## config.mk

```make
export PLATFORM = sky130hd
export DESIGN_NAME = mem_arbiter_flat
export DESIGN_NICKNAME = d
export VERILOG_FILES = /design/src/rtl/mem_arbiter_pkg.sv /design/src/rtl/mem_arbiter_if.sv /design/src/rtl/mem_arbiter_rr_pick.sv /design/src/rtl/mem_arbiter.sv /design/src/flat_wrapper.sv
export SDC_FILE = /design/constraint.sdc
export NUM_CORES = 1
export LEC_CHECK = 0
export CAP_MARGIN = 20
export CORE_MARGIN = 2
export CORE_UTILIZATION = 34
export DETAILED_ROUTE_END_ITERATION = 8
export PLACE_DENSITY = 0.77
export SYNTH_ARGS = -nofsm -noshare
export SYNTH_HDL_FRONTEND = slang
export SYNTH_SLANG_ARGS = --single-unit
```

## constraint.sdc

```tcl
create_clock -name clk -period 1.86 [get_ports clk]
set_clock_uncertainty 0.2 [all_clocks]
set_input_delay 0.372 -clock clk [delete_from_list [all_inputs] [get_ports clk]]
set_output_delay 0.372 -clock clk [all_outputs]
set_load 0.1 [all_outputs]
```

## src/rtl/mem_arbiter_pkg.sv

```systemverilog
// Shared types and constants for the mem_arbiter block: FSM state encoding,
// bus field widths and the requester-count ceiling.
package mem_arbiter_pkg;

    localparam int ADDR_W      = 32;
    localparam int DATA_W      = 32;
    localparam int STRB_W      = 4;
    localparam int MAX_MASTERS = 8;

    typedef enum logic [1:0] {
        ST_IDLE = 2'd0,
        ST_BUSY = 2'd1,
        ST_DONE = 2'd2
    } state_t;

    // Width of a master index; never narrower than one bit.
    function automatic int idx_width(input int n);
        return (n <= 2) ? 1 : $clog2(n);
    endfunction

endpackage

```

## src/rtl/mem_arbiter_if.sv

```systemverilog
// Bundle of the requester-side (m_*) and slave-side (s_*) signals around
// mem_arbiter. Modports: master (requesters), slave (memory), arbiter (DUT).
interface mem_arbiter_if
    import mem_arbiter_pkg::*;
#(
    parameter int NUM_MASTERS = 2
);

    logic [NUM_MASTERS-1:0]        m_valid;
    logic [ADDR_W*NUM_MASTERS-1:0] m_addr;
    logic [DATA_W*NUM_MASTERS-1:0] m_wdata;
    logic [STRB_W*NUM_MASTERS-1:0] m_wstrb;
    logic [NUM_MASTERS-1:0]        m_ready;
    logic                          m_error;
    logic [DATA_W-1:0]             m_rdata;

    logic                          s_valid;
    logic [ADDR_W-1:0]             s_addr;
    logic [DATA_W-1:0]             s_wdata;
    logic [STRB_W-1:0]             s_wstrb;
    logic                          s_ready;
    logic                          s_error;
    logic [DATA_W-1:0]             s_rdata;

    modport master (
        output m_valid, m_addr, m_wdata, m_wstrb,
        input  m_ready, m_error, m_rdata
    );

    modport slave (
        input  s_valid, s_addr, s_wdata, s_wstrb,
        output s_ready, s_error, s_rdata
    );

    modport arbiter (
        input  m_valid, m_addr, m_wdata, m_wstrb, s_ready, s_error, s_rdata,
        output m_ready, m_error, m_rdata, s_valid, s_addr, s_wdata, s_wstrb
    );

endinterface

```

## src/rtl/mem_arbiter_rr_pick.sv

```systemverilog
// Combinational round-robin picker: returns the first requester after
// last_grant in ascending index order, wrapping at NUM_MASTERS.
module mem_arbiter_rr_pick
    import mem_arbiter_pkg::*;
#(
    parameter int NUM_MASTERS = 2,
    parameter int IDX_W       = idx_width(NUM_MASTERS)
) (
    input  logic [NUM_MASTERS-1:0] req,
    input  logic [IDX_W-1:0]       last_grant,
    output logic [IDX_W-1:0]       winner,
    output logic                   found
);

    logic [IDX_W:0] cand;

    // Scan farthest-to-nearest so the nearest requester after last_grant wins.
    always_comb begin
        winner = '0;
        found  = 1'b0;
        cand   = '0;
        for (int k = NUM_MASTERS; k >= 1; k--) begin
            cand = {1'b0, last_grant} + (IDX_W + 1)'(k);
            if (cand >= (IDX_W + 1)'(NUM_MASTERS)) begin
                cand = cand - (IDX_W + 1)'(NUM_MASTERS);
            end
            if (req[cand[IDX_W-1:0]]) begin
                winner = cand[IDX_W-1:0];
                found  = 1'b1;
            end
        end
    end

endmodule

```

## src/rtl/mem_arbiter.sv

```systemverilog
// Round-robin arbiter sharing one slave port between NUM_MASTERS requesters,
// one outstanding transaction at a time (IDLE -> BUSY -> DONE).
// Optional feature: define MEM_ARBITER_TIMEOUT_EN to abort a BUSY phase after
// TIMEOUT_CYCLES cycles without s_ready (m_error=1, m_rdata=0).
module mem_arbiter
    import mem_arbiter_pkg::*;
#(
    parameter int NUM_MASTERS    = 2,
    parameter int TIMEOUT_CYCLES = 255
) (
    input logic            clk,
    input logic            rst_n,
    mem_arbiter_if.arbiter bus
);

    localparam int IDX_W = idx_width(NUM_MASTERS);

    state_t                 state_reg, state_next;
    logic [IDX_W-1:0]       grant_reg, grant_next;
    logic [IDX_W-1:0]       last_grant_reg, last_grant_next;
    logic                   s_valid_reg, s_valid_next;
    logic [ADDR_W-1:0]      s_addr_reg, s_addr_next;
    logic [DATA_W-1:0]      s_wdata_reg, s_wdata_next;
    logic [STRB_W-1:0]      s_wstrb_reg, s_wstrb_next;
    logic [NUM_MASTERS-1:0] m_ready_reg, m_ready_next;
    logic                   m_error_reg, m_error_next;
    logic [DATA_W-1:0]      m_rdata_reg, m_rdata_next;

    logic [ADDR_W-1:0]      addr_arr  [NUM_MASTERS];
    logic [DATA_W-1:0]      wdata_arr [NUM_MASTERS];
    logic [STRB_W-1:0]      wstrb_arr [NUM_MASTERS];
    logic [IDX_W-1:0]       pick;
    logic                   pick_found;

`ifdef MEM_ARBITER_TIMEOUT_EN
    logic [15:0]            count_reg, count_next;
`endif

    // Split the flat request buses into per-master fields.
    for (genvar gi = 0; gi < NUM_MASTERS; gi++) begin : g_split
        assign addr_arr[gi]  = bus.m_addr[gi*ADDR_W +: ADDR_W];
        assign wdata_arr[gi] = bus.m_wdata[gi*DATA_W +: DATA_W];
        assign wstrb_arr[gi] = bus.m_wstrb[gi*STRB_W +: STRB_W];
    end

    mem_arbiter_rr_pick #(
        .NUM_MASTERS(NUM_MASTERS),
        .IDX_W      (IDX_W)
    ) u_pick (
        .req       (bus.m_valid),
        .last_grant(last_grant_reg),
        .winner    (pick),
        .found     (pick_found)
    );

    // State and output registers; reset puts every output at zero.
    always_ff @(posedge clk or negedge rst_n) begin
        if (!rst_n) begin
            state_reg      <= ST_IDLE;
            grant_reg      <= '0;
            last_grant_reg <= IDX_W'(NUM_MASTERS - 1);
            s_valid_reg    <= 1'b0;
            s_addr_reg     <= '0;
            s_wdata_reg    <= '0;
            s_wstrb_reg    <= '0;
            m_ready_reg    <= '0;
            m_error_reg    <= 1'b0;
            m_rdata_reg    <= '0;
`ifdef MEM_ARBITER_TIMEOUT_EN
            count_reg      <= '0;
`endif
        end else begin
            state_reg      <= state_next;
            grant_reg      <= grant_next;
            last_grant_reg <= last_grant_next;
            s_valid_reg    <= s_valid_next;
            s_addr_reg     <= s_addr_next;
            s_wdata_reg    <= s_wdata_next;
            s_wstrb_reg    <= s_wstrb_next;
            m_ready_reg    <= m_ready_next;
            m_error_reg    <= m_error_next;
            m_rdata_reg    <= m_rdata_next;
`ifdef MEM_ARBITER_TIMEOUT_EN
            count_reg      <= count_next;
`endif
        end
    end

    // Next-state logic: grant in IDLE, wait for the slave in BUSY, one
    // settling cycle in DONE. Completion outputs default to zero so they
    // form single-cycle pulses.
    always_comb begin
        state_next      = state_reg;
        grant_next      = grant_reg;
        last_grant_next = last_grant_reg;
        s_valid_next    = s_valid_reg;
        s_addr_next     = s_addr_reg;
        s_wdata_next    = s_wdata_reg;
        s_wstrb_next    = s_wstrb_reg;
        m_ready_next    = '0;
        m_error_next    = 1'b0;
        m_rdata_next    = '0;
`ifdef MEM_ARBITER_TIMEOUT_EN
        count_next      = count_reg;
`endif
        case (state_reg)
            ST_IDLE: begin
                if (pick_found) begin
                    s_valid_next    = 1'b1;
                    s_addr_next     = addr_arr[pick];
                    s_wdata_next    = wdata_arr[pick];
                    s_wstrb_next    = wstrb_arr[pick];
                    grant_next      = pick;
                    last_grant_next = pick;
                    state_next      = ST_BUSY;
`ifdef MEM_ARBITER_TIMEOUT_EN
                    count_next      = '0;
`endif
                end
            end
            ST_BUSY: begin
                if (bus.s_ready) begin
                    s_valid_next            = 1'b0;
                    m_ready_next[grant_reg] = 1'b1;
                    m_rdata_next            = bus.s_rdata;
                    m_error_next            = bus.s_error;
                    state_next              = ST_DONE;
                end
`ifdef MEM_ARBITER_TIMEOUT_EN
                else if (count_reg == 16'(TIMEOUT_CYCLES - 1)) begin
                    // Slave never answered: complete the master with an error.
                    s_valid_next            = 1'b0;
                    m_ready_next[grant_reg] = 1'b1;
                    m_error_next            = 1'b1;
                    state_next              = ST_DONE;
                end else begin
                    count_next = count_reg + 16'd1;
                end
`endif
            end
            ST_DONE: begin
                state_next = ST_IDLE;
            end
            default: begin
                state_next = ST_IDLE;
            end
        endcase
    end

    assign bus.s_valid = s_valid_reg;
    assign bus.s_addr  = s_addr_reg;
    assign bus.s_wdata = s_wdata_reg;
    assign bus.s_wstrb = s_wstrb_reg;
    assign bus.m_ready = m_ready_reg;
    assign bus.m_error = m_error_reg;
    assign bus.m_rdata = m_rdata_reg;

endmodule

```

## src/flat_wrapper.sv

```systemverilog
// flat-port wrapper written by rule: the top's interface ports become plain ports
module mem_arbiter_flat import mem_arbiter_pkg::*;
#(
    parameter int NUM_MASTERS    = 2,
    parameter int TIMEOUT_CYCLES = 255
)
  (clk, rst_n, bus_m_valid, bus_m_addr, bus_m_wdata, bus_m_wstrb, bus_s_ready, bus_s_error, bus_s_rdata, bus_m_ready, bus_m_error, bus_m_rdata, bus_s_valid, bus_s_addr, bus_s_wdata, bus_s_wstrb);
  mem_arbiter_if #(.NUM_MASTERS(NUM_MASTERS)) bus_i ();
  input logic clk;
  input logic rst_n;
  input wire logic [$bits(bus_i.m_valid)-1:0] bus_m_valid;
  input wire logic [$bits(bus_i.m_addr)-1:0] bus_m_addr;
  input wire logic [$bits(bus_i.m_wdata)-1:0] bus_m_wdata;
  input wire logic [$bits(bus_i.m_wstrb)-1:0] bus_m_wstrb;
  input wire logic [$bits(bus_i.s_ready)-1:0] bus_s_ready;
  input wire logic [$bits(bus_i.s_error)-1:0] bus_s_error;
  input wire logic [$bits(bus_i.s_rdata)-1:0] bus_s_rdata;
  output wire logic [$bits(bus_i.m_ready)-1:0] bus_m_ready;
  output wire logic [$bits(bus_i.m_error)-1:0] bus_m_error;
  output wire logic [$bits(bus_i.m_rdata)-1:0] bus_m_rdata;
  output wire logic [$bits(bus_i.s_valid)-1:0] bus_s_valid;
  output wire logic [$bits(bus_i.s_addr)-1:0] bus_s_addr;
  output wire logic [$bits(bus_i.s_wdata)-1:0] bus_s_wdata;
  output wire logic [$bits(bus_i.s_wstrb)-1:0] bus_s_wstrb;
  assign bus_i.m_valid = bus_m_valid;
  assign bus_i.m_addr = bus_m_addr;
  assign bus_i.m_wdata = bus_m_wdata;
  assign bus_i.m_wstrb = bus_m_wstrb;
  assign bus_i.s_ready = bus_s_ready;
  assign bus_i.s_error = bus_s_error;
  assign bus_i.s_rdata = bus_s_rdata;
  assign bus_m_ready = bus_i.m_ready;
  assign bus_m_error = bus_i.m_error;
  assign bus_m_rdata = bus_i.m_rdata;
  assign bus_s_valid = bus_i.s_valid;
  assign bus_s_addr = bus_i.s_addr;
  assign bus_s_wdata = bus_i.s_wdata;
  assign bus_s_wstrb = bus_i.s_wstrb;
  mem_arbiter #(.NUM_MASTERS(NUM_MASTERS), .TIMEOUT_CYCLES(TIMEOUT_CYCLES)) u_core (.clk(clk), .rst_n(rst_n), .bus(bus_i));
endmodule
```

==> results.txt <==
CTS sink cnt: 108
Setup_tns: -0.0864 ns
Startpoint class of the critical path: flip-flop
Drt first pass iters: 4
Die Height: 121 um
Total vias in the final route: 3,584
CTS max path bufs: 2
Global placer's final weighted congestion: 0.771
Post-Syn Area: 0.00465 mm2
Maximum cell stage delay along the critical path: 0.54 ns
Vias per inst: 4.60
Maximum operating frequency: 0.533 GHz
Count of H-tree levels built during CTS: 3
Final layout net count: 772
Crit share post-route: 101%
Cell seen most often among critical-path stages: mux2_2
Number of synthesis warnings: 0
TritonCTS clock tree: done
Cell at the root of the clock tree: clkbuf_16
Share of synthesized area occupied by flip-flops and latches: 58.1%
Global routing met1 resource utilization: 20.5%
Total number of placement rows: 42
Count of buffers inserted at the top-level ports: 277
Overall Global Routing Usage: 18.9%
Overall die area: 0.0146 mm2
Number of buffers inserted during clock tree synthesis: 9
Post-route ant nets: 0
Worst Max-Slew Pin Slew: 0.580 ns
Area of the placeable core: 0.0133 mm2
Min Hold Slack: 0.178 ns
Die span in x: 121 um
Worst EP arrival: 1.91 ns
Mean Syn Cell Area: 15.0 um2
Dominant delay contributor by cell family on the critical path: multiplexers
Final-report max-slew violation count: 0
Antenna violations before repair: 0
Net count of the mapped netlist: 484
Remaining routing DRC violations: 0
Number of global-route vias before repair: 3,988
Post-Route WL: 13,700 um
Violations in the final reports: negative setup slack
Number of instances in the synthesized netlist: 310
Fin cells: 779
Final setup margin: -0.0177 ns
Met3 Use GR: 6.20%
Master of the slowest instance on the critical path: dfstp_2
Antenna diode count: 0
Proportion of layout cells with a drive suffix above 1: 45.8%
Final Hold Fails: 0
Number of top-level pins: 278
GR Util met2: 33.6%
Initial core utilization: 35.0%
Unrepaired setup endpoints after global routing: yes
FF+latch count, synth: 108
Minimum period implied by the final worst setup slack: 1.88 ns
Source-to-sink clock delay at the later pin of the worst-skew pair: 0.34 ns
WP data required: 1.89 ns
Gr ovfl total: 0
Hold WC Path Type: input pin to flip-flop
Number of setup violations in the final report: 11
Pin count of the biggest net entering global routing: 109
Synth cell types: 18
Design area: 0.00917 mm2
Wirelength per Cell: 17.6 um
CP bufs+invs: 1
Sequence of cells on the critical path: a21bo_4 -> buf_12 -> mux2_2 -> mux2_2
Busiest layer in global routing: met2
Max-Cap Viols: 0
P&R area growth vs syn: 97.0%
Worst setup path class: flip-flop to flip-flop
Worst setup EP type: flip-flop
Run status: finished, violations left
Clock Pin Slew Worst Setup and Hold Paths: 0.07 ns
CP Max Fanout: 28
Dpl hpwl: 10,800 um
Tightest slew margin relative to the limit: 61.3%
Post-detailed-placement cell area: 0.00880 mm2
Initial DRC Count: 107
Cell total after placement: 759
First-pass GRT wire length: 21,100 um
[what timing repair did]
| action | CTS | global route |
|---|---|---|
| endpoints found under the hold margin | 107 | 0 |
| setup endpoints to repair | 46 | 58 |
| hold buffers | 1 | 0 |
| setup buffers | 0 | 3 |
| pin swaps | 0 | 0 |
| resized for setup | 3 | 3 |
[Yosys cell counts]
master | number | area, um2
mux2_2 | 127 | 1430
dfrtp_1 | 107 | 2680
o21ai_1 | 1 | 5.00
inv_1 | 2 | 7.51
o21ai_0 | 2 | 10.0
a21bo_1 | 1 | 10.0
and2_1 | 34 | 213
mux2_4 | 9 | 135
dfstp_2 | 1 | 26.3
nor3_1 | 2 | 10.0
buf_2 | 10 | 50.1
nor2_1 | 2 | 7.51
clkbuf_1 | 6 | 22.5
nand2b_1 | 1 | 6.26
a31oi_1 | 1 | 6.26
a21o_1 | 1 | 7.51
buf_6 | 2 | 22.5
a21oi_1 | 1 | 5.00
[layout by cell type (no fill, tap or decap)]
cell and instances:
clkdlybuf4s50_1 170, dlymetal6s2s_1 1, nor3_1 2, dfrtp_1 107, a21bo_4 1, a21o_1 1, dlygate4sd2_1 1, mux2_2 123
clkbuf_16 9, bufinv_16 2, and2_1 34, nor2_1 2, clkinv_2 3, o21ai_4 1, a21oi_1 1, mux2_4 13
inv_1 2, dlygate4sd3_1 1, buf_4 11, o21ai_0 2, nand2b_1 1, clkbuf_1 1, dfstp_2 1, clkbuf_8 1
a31oi_1 1, buf_12 111
[layer usage]
metal | routed length [um] | up-vias
met3 | 1250 | 26
li1 | - | 1658
met1 | 4890 | 1719
met2 | 7190 | 181
met4 | 357 | 0
met5 | 0 | -
[metrics by stage]
step	util, %	setup WS [ns]
global route	68.9	-0.0622
finish	68.9	-0.0177
detailed placement	66.2	-0.421
CTS	68.7	-0.0227
global placement	66.2	-0.358
floorplan	-	-0.00811
[final cells by class]
| class | count | area (um2) |
|---|---|---|
| repair buffers | 295 | 4040 |
| well taps | 176 | 220 |
| clock buffers | 11 | 243 |
| fillers | 888 | 4130 |
| multi-input cells | 182 | 1880 |
| inverters | 2 | 7.51 |
| clock inverters | 5 | 75.1 |
| flip-flops and latches | 108 | 2700 |
[cell families (layout without fill, tap and decap cells)]
family	count (synthesis)	after routing	share of synthesized area [%]
flip-flops	108	108	58.1
multiplexers	136	136	33.6
AND/OR/NAND/NOR	39	39	5.08
AO/OA/AOI/OAI	7	7	0.941
buffers and inverters	20	313	2.21
[worst register-to-register path: stages, from the launching register on]
cell and delay (ns):
dfstp_2 0.54, a21bo_4 0.18, buf_12 0.20, mux2_2 0.38
mux2_2 0.27
[final timing paths]
path | startpoint | endpoint | slack, ns | depth (start not counted)
setup / recovery | u_core.last_grant_reg | u_core.bus.s_addr[7] | -0.02 | 4
hold / removal | bus_m_valid[0] | u_core.last_grant_reg | 0.18 | 3
setup reg to reg | u_core.last_grant_reg | u_core.bus.s_addr[7] | -0.02 | 4
hold reg to reg | u_core.grant_reg | u_core.bus.m_ready[0] | 0.27 | 1
max in group asynchronous | rst_n | u_core.bus.s_addr[23] | 0.58 | 3
min in group asynchronous | rst_n | u_core.bus.m_rdata[15] | 0.44 | 3
Power is not shown: default switching activity piles up to over one toggle a cycle in this logic, so the estimate is an artifact.
